File: src/rtl/ldpc_pkg.sv
// Shared definitions for the read-side block sequencer.
//   ADDR_W_DEFAULT  : default width of addresses, lengths and remaining count
//   MAX_LEN_DEFAULT : largest accepted sequence length (longer requests clamp)
//   state_e         : sequencer FSM encoding
package ldpc_pkg;

    localparam int ADDR_W_DEFAULT  = 13;
    localparam int MAX_LEN_DEFAULT = 8191;

    typedef enum logic [1:0] {
        IDLE = 2'd0,
        RUN  = 2'd1,
        FIN  = 2'd2
    } state_e;

endpackage

File: src/rtl/updown_counter_ld.sv
// Loadable W-bit up/down counter.
//   clk_i      : rising-edge clock
//   reset_i    : synchronous active-high reset, clears the count
//   load_i     : load load_val_i (has priority over en_i)
//   load_val_i : value to load
//   en_i       : step the count by one this cycle
//   up_i       : 1 = increment, 0 = decrement
//   count_o    : current count
module updown_counter_ld #(
    parameter int W = 13
) (
    input  logic         clk_i,
    input  logic         reset_i,
    input  logic         load_i,
    input  logic [W-1:0] load_val_i,
    input  logic         en_i,
    input  logic         up_i,
    output logic [W-1:0] count_o
);

    logic [W-1:0] count_q;
    logic [W-1:0] count_d;

    always_comb begin
        count_d = count_q;
        if (load_i) begin
            count_d = load_val_i;
        end else if (en_i) begin
            count_d = up_i ? (count_q + W'(1)) : (count_q - W'(1));
        end
    end

    always_ff @(posedge clk_i) begin
        if (reset_i) begin
            count_q <= '0;
        end else begin
            count_q <= count_d;
        end
    end

    assign count_o = count_q;

endmodule

File: src/rtl/count_read_sequencer.sv
// Replays a stored block by issuing LEN read addresses, ascending (0..LEN-1)
// or descending (LEN-1..0), under a valid/ready handshake, then pulses done.
//   clk, reset          : clock, synchronous active-high reset
//   start, length,
//   descend             : request a sequence (sampled only in IDLE)
//   abort               : end the current sequence early (RUN only)
//   rd_ready            : downstream accepts rd_addr this cycle
//   rd_valid, rd_addr,
//   rd_last             : read beat presented downstream
//   busy, done          : RUN indicator, one-cycle end-of-sequence pulse
//   remaining           : beats not yet accepted
//   dbg_state           : current FSM state for observation
//
// Handshake: a beat transfers on any rising edge where rd_valid && rd_ready.
// rd_valid is a register, so it never depends combinationally on rd_ready;
// rd_addr/rd_last are stable while rd_valid is high and rd_ready is low.
module count_read_sequencer
    import ldpc_pkg::*;
#(
    parameter int ADDR_W  = ADDR_W_DEFAULT,
    parameter int MAX_LEN = MAX_LEN_DEFAULT
) (
    input  logic              clk,
    input  logic              reset,
    input  logic              start,
    input  logic [ADDR_W-1:0] length,
    input  logic              descend,
    input  logic              abort,
    input  logic              rd_ready,
    output logic              rd_valid,
    output logic [ADDR_W-1:0] rd_addr,
    output logic              rd_last,
    output logic              busy,
    output logic              done,
    output logic [ADDR_W-1:0] remaining,
    output state_e            dbg_state
);

    state_e      state_q;
    logic        rd_valid_q;
    logic        busy_q;
    logic        done_q;
    logic        desc_q;

    logic [ADDR_W-1:0] len_c;
    logic [31:0]       len_wide;
    logic              accept;
    logic              final_beat;
    logic              start_idle;
    logic [ADDR_W-1:0] addr_cnt;
    logic [ADDR_W-1:0] rem_cnt;

    // Widen before comparing so the clamp stays correct for any ADDR_W/MAX_LEN.
    assign len_wide   = 32'(length);
    assign len_c      = (len_wide > 32'(MAX_LEN)) ? ADDR_W'(MAX_LEN) : length;

    assign accept     = rd_valid_q & rd_ready;
    assign final_beat = accept & (rem_cnt == ADDR_W'(1));
    assign start_idle = (state_q == IDLE) & start;

    // Address counter: the step after the final beat is suppressed so the
    // address never wraps and holds the last issued value.
    updown_counter_ld #(.W(ADDR_W)) u_addr_cnt (
        .clk_i      (clk),
        .reset_i    (reset),
        .load_i     (start_idle & (len_c != '0)),
        .load_val_i (descend ? (len_c - ADDR_W'(1)) : '0),
        .en_i       ((state_q == RUN) & accept & ~final_beat),
        .up_i       (~desc_q),
        .count_o    (addr_cnt)
    );

    // Remaining counter: loaded with the clamped length, counts accepted beats down.
    updown_counter_ld #(.W(ADDR_W)) u_rem_cnt (
        .clk_i      (clk),
        .reset_i    (reset),
        .load_i     (start_idle),
        .load_val_i (len_c),
        .en_i       ((state_q == RUN) & accept),
        .up_i       (1'b0),
        .count_o    (rem_cnt)
    );

    always_ff @(posedge clk) begin
        if (reset) begin
            state_q    <= IDLE;
            rd_valid_q <= 1'b0;
            busy_q     <= 1'b0;
            done_q     <= 1'b0;
            desc_q     <= 1'b0;
        end else begin
            case (state_q)
                IDLE: begin
                    done_q <= 1'b0;
                    if (start) begin
                        desc_q <= descend;
                        if (len_c != '0) begin
                            state_q    <= RUN;
                            rd_valid_q <= 1'b1;
                            busy_q     <= 1'b1;
                        end else begin
                            // Empty request: nothing to issue, just signal completion.
                            state_q <= FIN;
                            done_q  <= 1'b1;
                        end
                    end
                end
                RUN: begin
                    if (abort || final_beat) begin
                        state_q    <= FIN;
                        rd_valid_q <= 1'b0;
                        busy_q     <= 1'b0;
                        done_q     <= 1'b1;
                    end
                end
                FIN: begin
                    state_q <= IDLE;
                    done_q  <= 1'b0;
                end
                default: begin
                    state_q    <= IDLE;
                    rd_valid_q <= 1'b0;
                    busy_q     <= 1'b0;
                    done_q     <= 1'b0;
                end
            endcase
        end
    end

    assign rd_valid  = rd_valid_q;
    assign rd_addr   = addr_cnt;
    assign rd_last   = rd_valid_q & (rem_cnt == ADDR_W'(1));
    assign busy      = busy_q;
    assign done      = done_q;
    assign remaining = rem_cnt;
    assign dbg_state = state_q;

endmodule

File: config.mk
export PLATFORM = sky130hd
export DESIGN_NAME = count_read_sequencer
export DESIGN_NICKNAME = d
export VERILOG_FILES = /design/src/rtl/ldpc_pkg.sv /design/src/rtl/updown_counter_ld.sv /design/src/rtl/count_read_sequencer.sv
export SDC_FILE = /design/constraint.sdc
export NUM_CORES = 1
export LEC_CHECK = 0
export ABC_AREA = 1
export BUFFER_PORTS_ARGS = -buffer_cell sky130_fd_sc_hd__buf_2
export CELL_PAD_IN_SITES_DETAIL_PLACEMENT = 1
export CELL_PAD_IN_SITES_GLOBAL_PLACEMENT = 2
export CORE_ASPECT_RATIO = 1.75
export CORE_MARGIN = 2
export CORE_UTILIZATION = 29
export DETAILED_ROUTE_END_ITERATION = 12
export GPL_TIMING_DRIVEN = 0
export PLACE_DENSITY = 0.8
export REMOVE_ABC_BUFFERS = 1
export SYNTH_ARGS = -nofsm -noshare
export SYNTH_HDL_FRONTEND = slang
export SYNTH_SLANG_ARGS = --single-unit
File: constraint.sdc
create_clock -name clk -period 2.5 [get_ports clk]
set_input_delay 0.25 -clock clk [delete_from_list [all_inputs] [get_ports clk]]
set_output_delay 0.25 -clock clk [all_outputs]
set_load 0.05 [all_outputs]
==> metrics.txt, run 1 <==
synth warn=0; cell breakdown of the critical path=inv_1 > fa_1 > inv_1 > nand3_1 > nand3_1 > nand2_1 > nand2_1 > nand2_1 > nand3_1 > nand3_1 > a21oi_1; total power density per cell area=slightly above 600 nW/µm²; synthesized instance count=around 420; most area-hungry cell type in the Yosys netlist=sky130_fd_sc_hd__dfxtp_1; Port Buf Inserts=50; final setup violation count=0; Max Clock Freq=492 MHz; final standard cell area without fillers=about 3100 µm²; top cells by area in the synthesized netlist=sky130_fd_sc_hd__dfxtp_1, sky130_fd_sc_hd__nand2_1, sky130_fd_sc_hd__inv_1; highest net fanout along the worst path=13; global-route wire length before repair=around 15 mm; IO Count=between 50 and 60; most used flip-flop cell after synthesis=sky130_fd_sc_hd__dfxtp_1; HPWL after detailed placement=around 7 mm; Worst Hold Slack=around 0.28 ns; total clock sinks=31; largest stage delay on the critical path=roughly 0.52 ns; routed via count=2868; unrepaired setup endpoints after global routing=false; Die ar.=9890 µm²; overall track demand over capacity in global routing=approximately a fifth; arrival time at the worst endpoint=approximately 2.2 ns; CP delay by family, top=simple AND/OR/NAND/NOR gates; fraction of layout instances using a drive strength above 1=between 10% and 20%; Crit path buffers/inverters=2; leak pwr=roughly 1.6 nW; via count of the first global-routing pass=3146; initial DRC count=~70; Tmin final=2.03 ns; number of nets in the layout=504; Setup CP Type=reg -> reg; clock transition time at the flip-flop clock pins of the worst setup and hold paths=around 0.050 ns; slowest cell on the critical path=sky130_fd_sc_hd__dfxtp_2; worst min-delay path class=in -> reg; remaining routing DRC violations=0; Final Skew=between 0.003 and 0.004 ns; Cell variety after synth=42; Slew HR=between 50 and 60%; routed vias/inst=~4.9; Post-CTS Hold Fix Bufs=0; CP Launch Type=register; Yosys top cell area share=between 20% and 30%; Placement Cell Area=~3000 µm²; Vert. Die Dim=130 µm; largest net degree at the start of global routing=18; effective utilization at floorplan=29.5%; Inserted Clock Buffers=5; Syn Std Cell Area=2630 µm²; fill cell total of the finished layout=approximately 1.2k; Final Hold Fails=0; cell at the root of the clock tree=sky130_fd_sc_hd__clkbuf_16; sum of negative setup slack=0 ns; x dimension of the die=approximately 76 µm; Skew-Pair Late Insertion Delay=between 0.2 and 0.3 ns; sequential element share of the synthesized area=roughly a quarter; gr ovfl total=0; TritonCTS clock tree=yes; count of state elements after synthesis=31; first-pass detailed-route iteration total=4; VDD IR-drop max=between 0.2 and 0.25 mV; Synth-to-Final Area Change=18.9%; Max clock buf depth=2; transition at the pin with the smallest max-transition slack=~0.64 ns; row count=46; number of levels in the clock H-tree=2; share of the clock period used by the worst path after layout=81.3%; Slew Viols, Final=0; library cell appearing most often on the critical path=sky130_fd_sc_hd__nand3_1; syn avg cell area=6.25 µm²; number of routed nets with antenna violations=0; detailed-route wire length=8.69 mm; count of flip-flops with a built-in enable after synthesis=0; Core Area=just under 9000 µm²; cell types with the highest counts after synthesis=sky130_fd_sc_hd__nand2_1, sky130_fd_sc_hd__inv_1, sky130_fd_sc_hd__nor2_1; number of antenna violations at the first check in global routing=0; run status=completed; most common cell in the netlist=sky130_fd_sc_hd__nand2_1; kind of end point of the critical path=register; Critical Path RT=around 2.7 ns; number of antenna cells inserted=0; Wirelength per Cell=14.7 µm; max-capacitance violation count=0; routability-driven placement congestion ratio=about 0.85; fraction of synthesis flops using an asynchronous set or reset pin=0%
power by group:
group	switching, mW	internal (mW)
logic	0.502	0.214
registers	0.0526	0.541
clock network	0.230	0.389
worst paths after layout:
check                           startpoint                endpoint  slack (ns)  cells after the start
worst max-delay path                desc_q  u_addr_cnt.count_o[12]        0.47                     11
worst min-delay path             length[8]    u_rem_cnt.count_o[8]        0.28                      3
worst max register to register      desc_q  u_addr_cnt.count_o[12]        0.47                     11
worst min register to register        done                    done        0.47                      2
worst min-delay path, delay by kind of cell:
family	cells	cell delay, ns
AOI/OAI and AO/OA	1	0.07
buffers and inverters	1	0.12
and+or+nand+nor	1	0.06
per-layer routing:
layer | vias to the layer above | track usage, % | wire, µm
met1 | 1345 | 16.8 | 3130
li1 | 1455 | - | -
met2 | 49 | 39.5 | 5050
met4 | 0 | 10.1 | 325
met3 | 19 | 2.28 | 186
met5 | - | 0 | 0
final cells by class:
type | count | area [µm²] | share of cell area (%)
multi-input combinational | 320 | 1720 | 55.0
clock inverter | 1 | 5.00 | 0.160
clock buffer | 6 | 139 | 4.44
timing repair buffer | 50 | 250 | 7.99
sequential | 31 | 622 | 19.9
inverter | 63 | 243 | 7.75
tap | 120 | 150 | 4.80
per-stage QoR:
stage / cells / setup WS (ns) / power, mW / util [%]
after global routing: 591 / 0.248 / 2.06 / 35.1
final: 591 / 0.467 / 1.93 / 35.1
after detailed placement: 584 / 0.212 / 1.33 / 33.5
after floorplan: 414 / 0.184 / 1.13 / -
after global placement: 584 / 0.254 / 1.32 / 33.5
after CTS: 591 / 0.185 / 1.96 / 35.1
layout by cell type (no fill, tap or decap), drive strengths merged, types with 2 or more instances in the layout:
cell type,synthesis,routed
nand2,124,124
inv,62,62
nor2,55,55
buf,4,50
dfxtp,31,31
a21oi,30,30
nand3,30,30
o21ai,25,25
ha,13,13
a31oi,11,11
xor2,6,6
clkbuf,3,6
nand4,5,5
xnor2,4,4
nor3,3,3
o21bai,3,3
or2,3,3
clkinv,1,2
o22ai,2,2
cells by family (layout without fill, tap and decap cells):
kind of cell / Yosys count / count (layout) / synth area share, %
compound gates: 74 / 74 / 15.8
xor+xnor: 10 / 10 / 3.33
fa+ha+maj: 14 / 14 / 6.94
buf+inv: 70 / 120 / 11.0
flops: 31 / 31 / 23.6
simple gates: 222 / 222 / 39.3
state kept, by name, summed over array words and instances (netlist names):
| signal | count |
|---|---|
| dbg_state | 2 |
| busy | 1 |
| u_addr_cnt.count_o | 13 |
| u_rem_cnt.count_o | 13 |
| done | 1 |
| desc_q | 1 |
timing repair:
action | in CTS | in global routing
setup endpoints to repair | 0 | 2
setup buffers | 0 | 0
resized for setup | 0 | 1
No activity file was read; power rests on OpenSTA's default activity.
==> run 2: changes to the inputs <==
==> constraint.sdc (replaced) <==
create_clock -name clk -period 1.9 [get_ports clk]
set_input_delay 0.19 -clock clk [delete_from_list [all_inputs] [get_ports clk]]
set_output_delay 0.19 -clock clk [all_outputs]
set_load 0.05 [all_outputs]
==> metrics.txt, run 2 (synthesis results as in run 1) <==
Crit path buffers/inverters=3 (+1); global-route wire length before repair=14.6 mm (+0.28%); largest net degree at the start of global routing=18 (unchanged); slowest cell on the critical path=sky130_fd_sc_hd__dfxtp_4; number of instances in the placed design=584 (unchanged); HPWL after detailed placement=7.20 mm (unchanged); switching part of the total=40.6% (-0.058 points); Final Hold Fails=0 (unchanged); cell breakdown of the critical path=buf_4 > ha_1 > nand2_1 > inv_1 > nand2_1 > nand2_1 > inv_1 > nand2_1 > or2_2 > nand3_1 > a21oi_1; Skew-Pair Late Insertion Delay=0.28 ns (about the same); largest stage delay on the critical path=0.36 ns (-0.16 ns); Storage cell area=629 µm² (+1.2%); effective utilization at floorplan=29.5% (unchanged); routed via count=2902 (+1.2%); Worst Hold Slack=0.225 ns (-0.0570 ns); remaining routing DRC violations=0 (unchanged); number of antenna cells inserted=0 (unchanged); Synth-to-Final Area Change=23.4%; post-layout util=36.4% (+1.3 points); timing endpoint of the critical path=u_addr_cnt.count_o[7]; library cell appearing most often on the critical path=sky130_fd_sc_hd__nand2_1; row count=46 (unchanged); worst min-delay path class=in -> reg; number of routed nets with antenna violations=0 (unchanged); final non-filler cell total=599 (+1.4%); power share of the sequential group=30.2% (-0.6 points); cell at the root of the clock tree=sky130_fd_sc_hd__clkbuf_16; detailed-route wire length=8.82 mm (+1.6%); Worst path depth=11 (unchanged); Die ar.=9890 µm² (unchanged); multi-input logic area=1770 µm² (+2.9%); transition at the pin with the smallest max-transition slack=0.482 ns (-0.156 ns); gr ovfl total=0 (unchanged); max-capacitance violation count=0 (unchanged); Post-CTS Hold Fix Bufs=0 (unchanged); Setup CP Type=reg -> reg; final setup violation count=0 (unchanged); Slew Viols, Final=0 (unchanged); clock transition time at the flip-flop clock pins of the worst setup and hold paths=0.06 ns (about the same); number of nets in the layout=512 (+1.6%); fill cell total of the finished layout=1213 (-0.16%); cell depth of the worst flop-to-flop path=11 (unchanged); TritonCTS clock tree=yes; leak pwr=1.67 nW (+2.6%); highest net fanout along the worst path=5 (-8); Crit. Startpoint=desc_q; leading cell type in the layout, fill and taps excluded=sky130_fd_sc_hd__nand2_1; Final Skew=0.00414 ns (+0.000991 ns); Slew HR=67.8% (+10 points); Internal Dissipation=1.53 mW (+33%); first-pass detailed-route iteration total=4 (unchanged); CP delay by family, top=simple AND/OR/NAND/NOR gates; fraction of power consumed by combinational cells=38.2% (+1.1 points); share of the clock period used by the worst path after layout=96.1% (+15 points); total power density per cell area=792 nW/µm² (+29%); R2R Path End=u_addr_cnt.count_o[7]; VDD IR-drop max=0.311 mV (+35%); most frequent cells in the layout=sky130_fd_sc_hd__nand2_1, sky130_fd_sc_hd__inv_1, sky130_fd_sc_hd__buf_2; routability-driven placement congestion ratio=0.853 (unchanged); clock power share=31.6% (-0.5 points); Port Buf Inserts=50 (unchanged); Vert. Die Dim=130 µm (unchanged); Inserted Clock Buffers=5 (unchanged); Max clock buf depth=2 (unchanged); initial DRC count=67 (-6.9%); reg2reg setup slack=0.07 ns (-0.39 ns); number of levels in the clock H-tree=2 (unchanged); run status=completed; routed vias/inst=4.84 (-0.17%); source of the worst register-to-register timing path=desc_q; kind of end point of the critical path=register; arrival time at the worst endpoint=1.99 ns (-0.25 ns); via count of the first global-routing pass=3158 (+0.38%); fraction of layout instances using a drive strength above 1=22.5% (+4.5 points); Tmin final=1.83 ns (-0.208 ns); Core Area=8920 µm² (unchanged); x dimension of the die=76.0 µm (unchanged); number of antenna violations at the first check in global routing=0 (unchanged); Wirelength per Cell=14.7 µm (+0.21%); P_sw=1.05 mW (+33%); unrepaired setup endpoints after global routing=true; overall track demand over capacity in global routing=18.7% (+0.044 points); Max Clock Freq=548 MHz (+11%); Critical Path RT=2.07 ns (-0.64 ns); CP Launch Type=register; total clock sinks=31 (unchanged); IO Count=51 (unchanged)
==> run 2: layout make-up <==
class / count / share of cell area (%)
Inverter: 63 / 7.47
Timing Repair Buffer: 58 / 9.55
Tap cell: 120 / 4.62
Clock buffer: 6 / 4.28
Clock inverter: 1 / 0.154
Sequential cell: 31 / 19.4
Multi-Input combinational cell: 320 / 54.5
==> run 2: per-stage QoR <==
| stage | area [µm²] | power, mW | worst slack, ns | setup TNS (ns) |
|---|---|---|---|---|
| 2_1_floorplan | 2580 | 1.49 | -0.416 | -7.69 |
| 3_3_place_gp | 2990 | 1.73 | -0.346 | -2.84 |
| 3_5_place_dp | 2990 | 1.75 | -0.388 | -3.47 |
| 4_1_cts | 3160 | 2.58 | 0.000865 | 0 |
| 5_1_grt | 3250 | 2.75 | -0.0453 | -0.0918 |
| 6_report | 3250 | 2.57 | 0.0750 | 0 |
==> run 2: per-layer routing <==
layer | wire length, µm | track usage, % | vias up
li1 | - | - | 1472
met4 | 316 | 10.1 | 0
met2 | 5120 | 39.7 | 48
met3 | 206 | 2.28 | 20
met5 | 0 | 0 | -
met1 | 3170 | 16.8 | 1362
==> run 2: what timing repair did <==
item,4_1_cts,5_1_grt
hold endpoints to repair,0,0
pin swaps,0,1
setup endpoints to repair,22,10
gates resized for setup,4,15
buffers inserted,3,5
==> run 2: power groups by stage <==
| stage | sequential (mW) | combinational, mW | clock, mW |
|---|---|---|---|
| floorplan | 0.987 | 0.504 | 0 |
| finish | 0.777 | 0.982 | 0.812 |
| global route | 0.788 | 1.09 | 0.868 |
| CTS | 0.777 | 0.974 | 0.833 |
| global placement | 0.796 | 0.937 | 0 |
| detailed placement | 0.796 | 0.952 | 0 |
==> run 2: how the worst min path moves through the flow <==
stage / start / to / slack, ns / cells after the start
finish: length[7] / u_rem_cnt.count_o[7] / 0.23 / 3
global route: length[7] / u_rem_cnt.count_o[7] / 0.24 / 3
CTS: length[8] / u_rem_cnt.count_o[8] / 0.22 / 3
detailed placement: done / done / 0.47 / 2
global placement: done / done / 0.46 / 2
floorplan: reset / u_addr_cnt.count_o[10] / 0.25 / 1
==> run 2: worst reg2reg max path: stages (launching register included) <==
cell                      delay (ns)
sky130_fd_sc_hd__dfxtp_4        0.36
sky130_fd_sc_hd__buf_4          0.16
sky130_fd_sc_hd__ha_1           0.33
sky130_fd_sc_hd__nand2_1        0.14
sky130_fd_sc_hd__inv_1          0.05
sky130_fd_sc_hd__nand2_1        0.06
sky130_fd_sc_hd__nand2_1        0.07
sky130_fd_sc_hd__inv_1          0.06
sky130_fd_sc_hd__nand2_1        0.05
sky130_fd_sc_hd__or2_2          0.27
sky130_fd_sc_hd__nand3_1        0.08
sky130_fd_sc_hd__a21oi_1        0.07
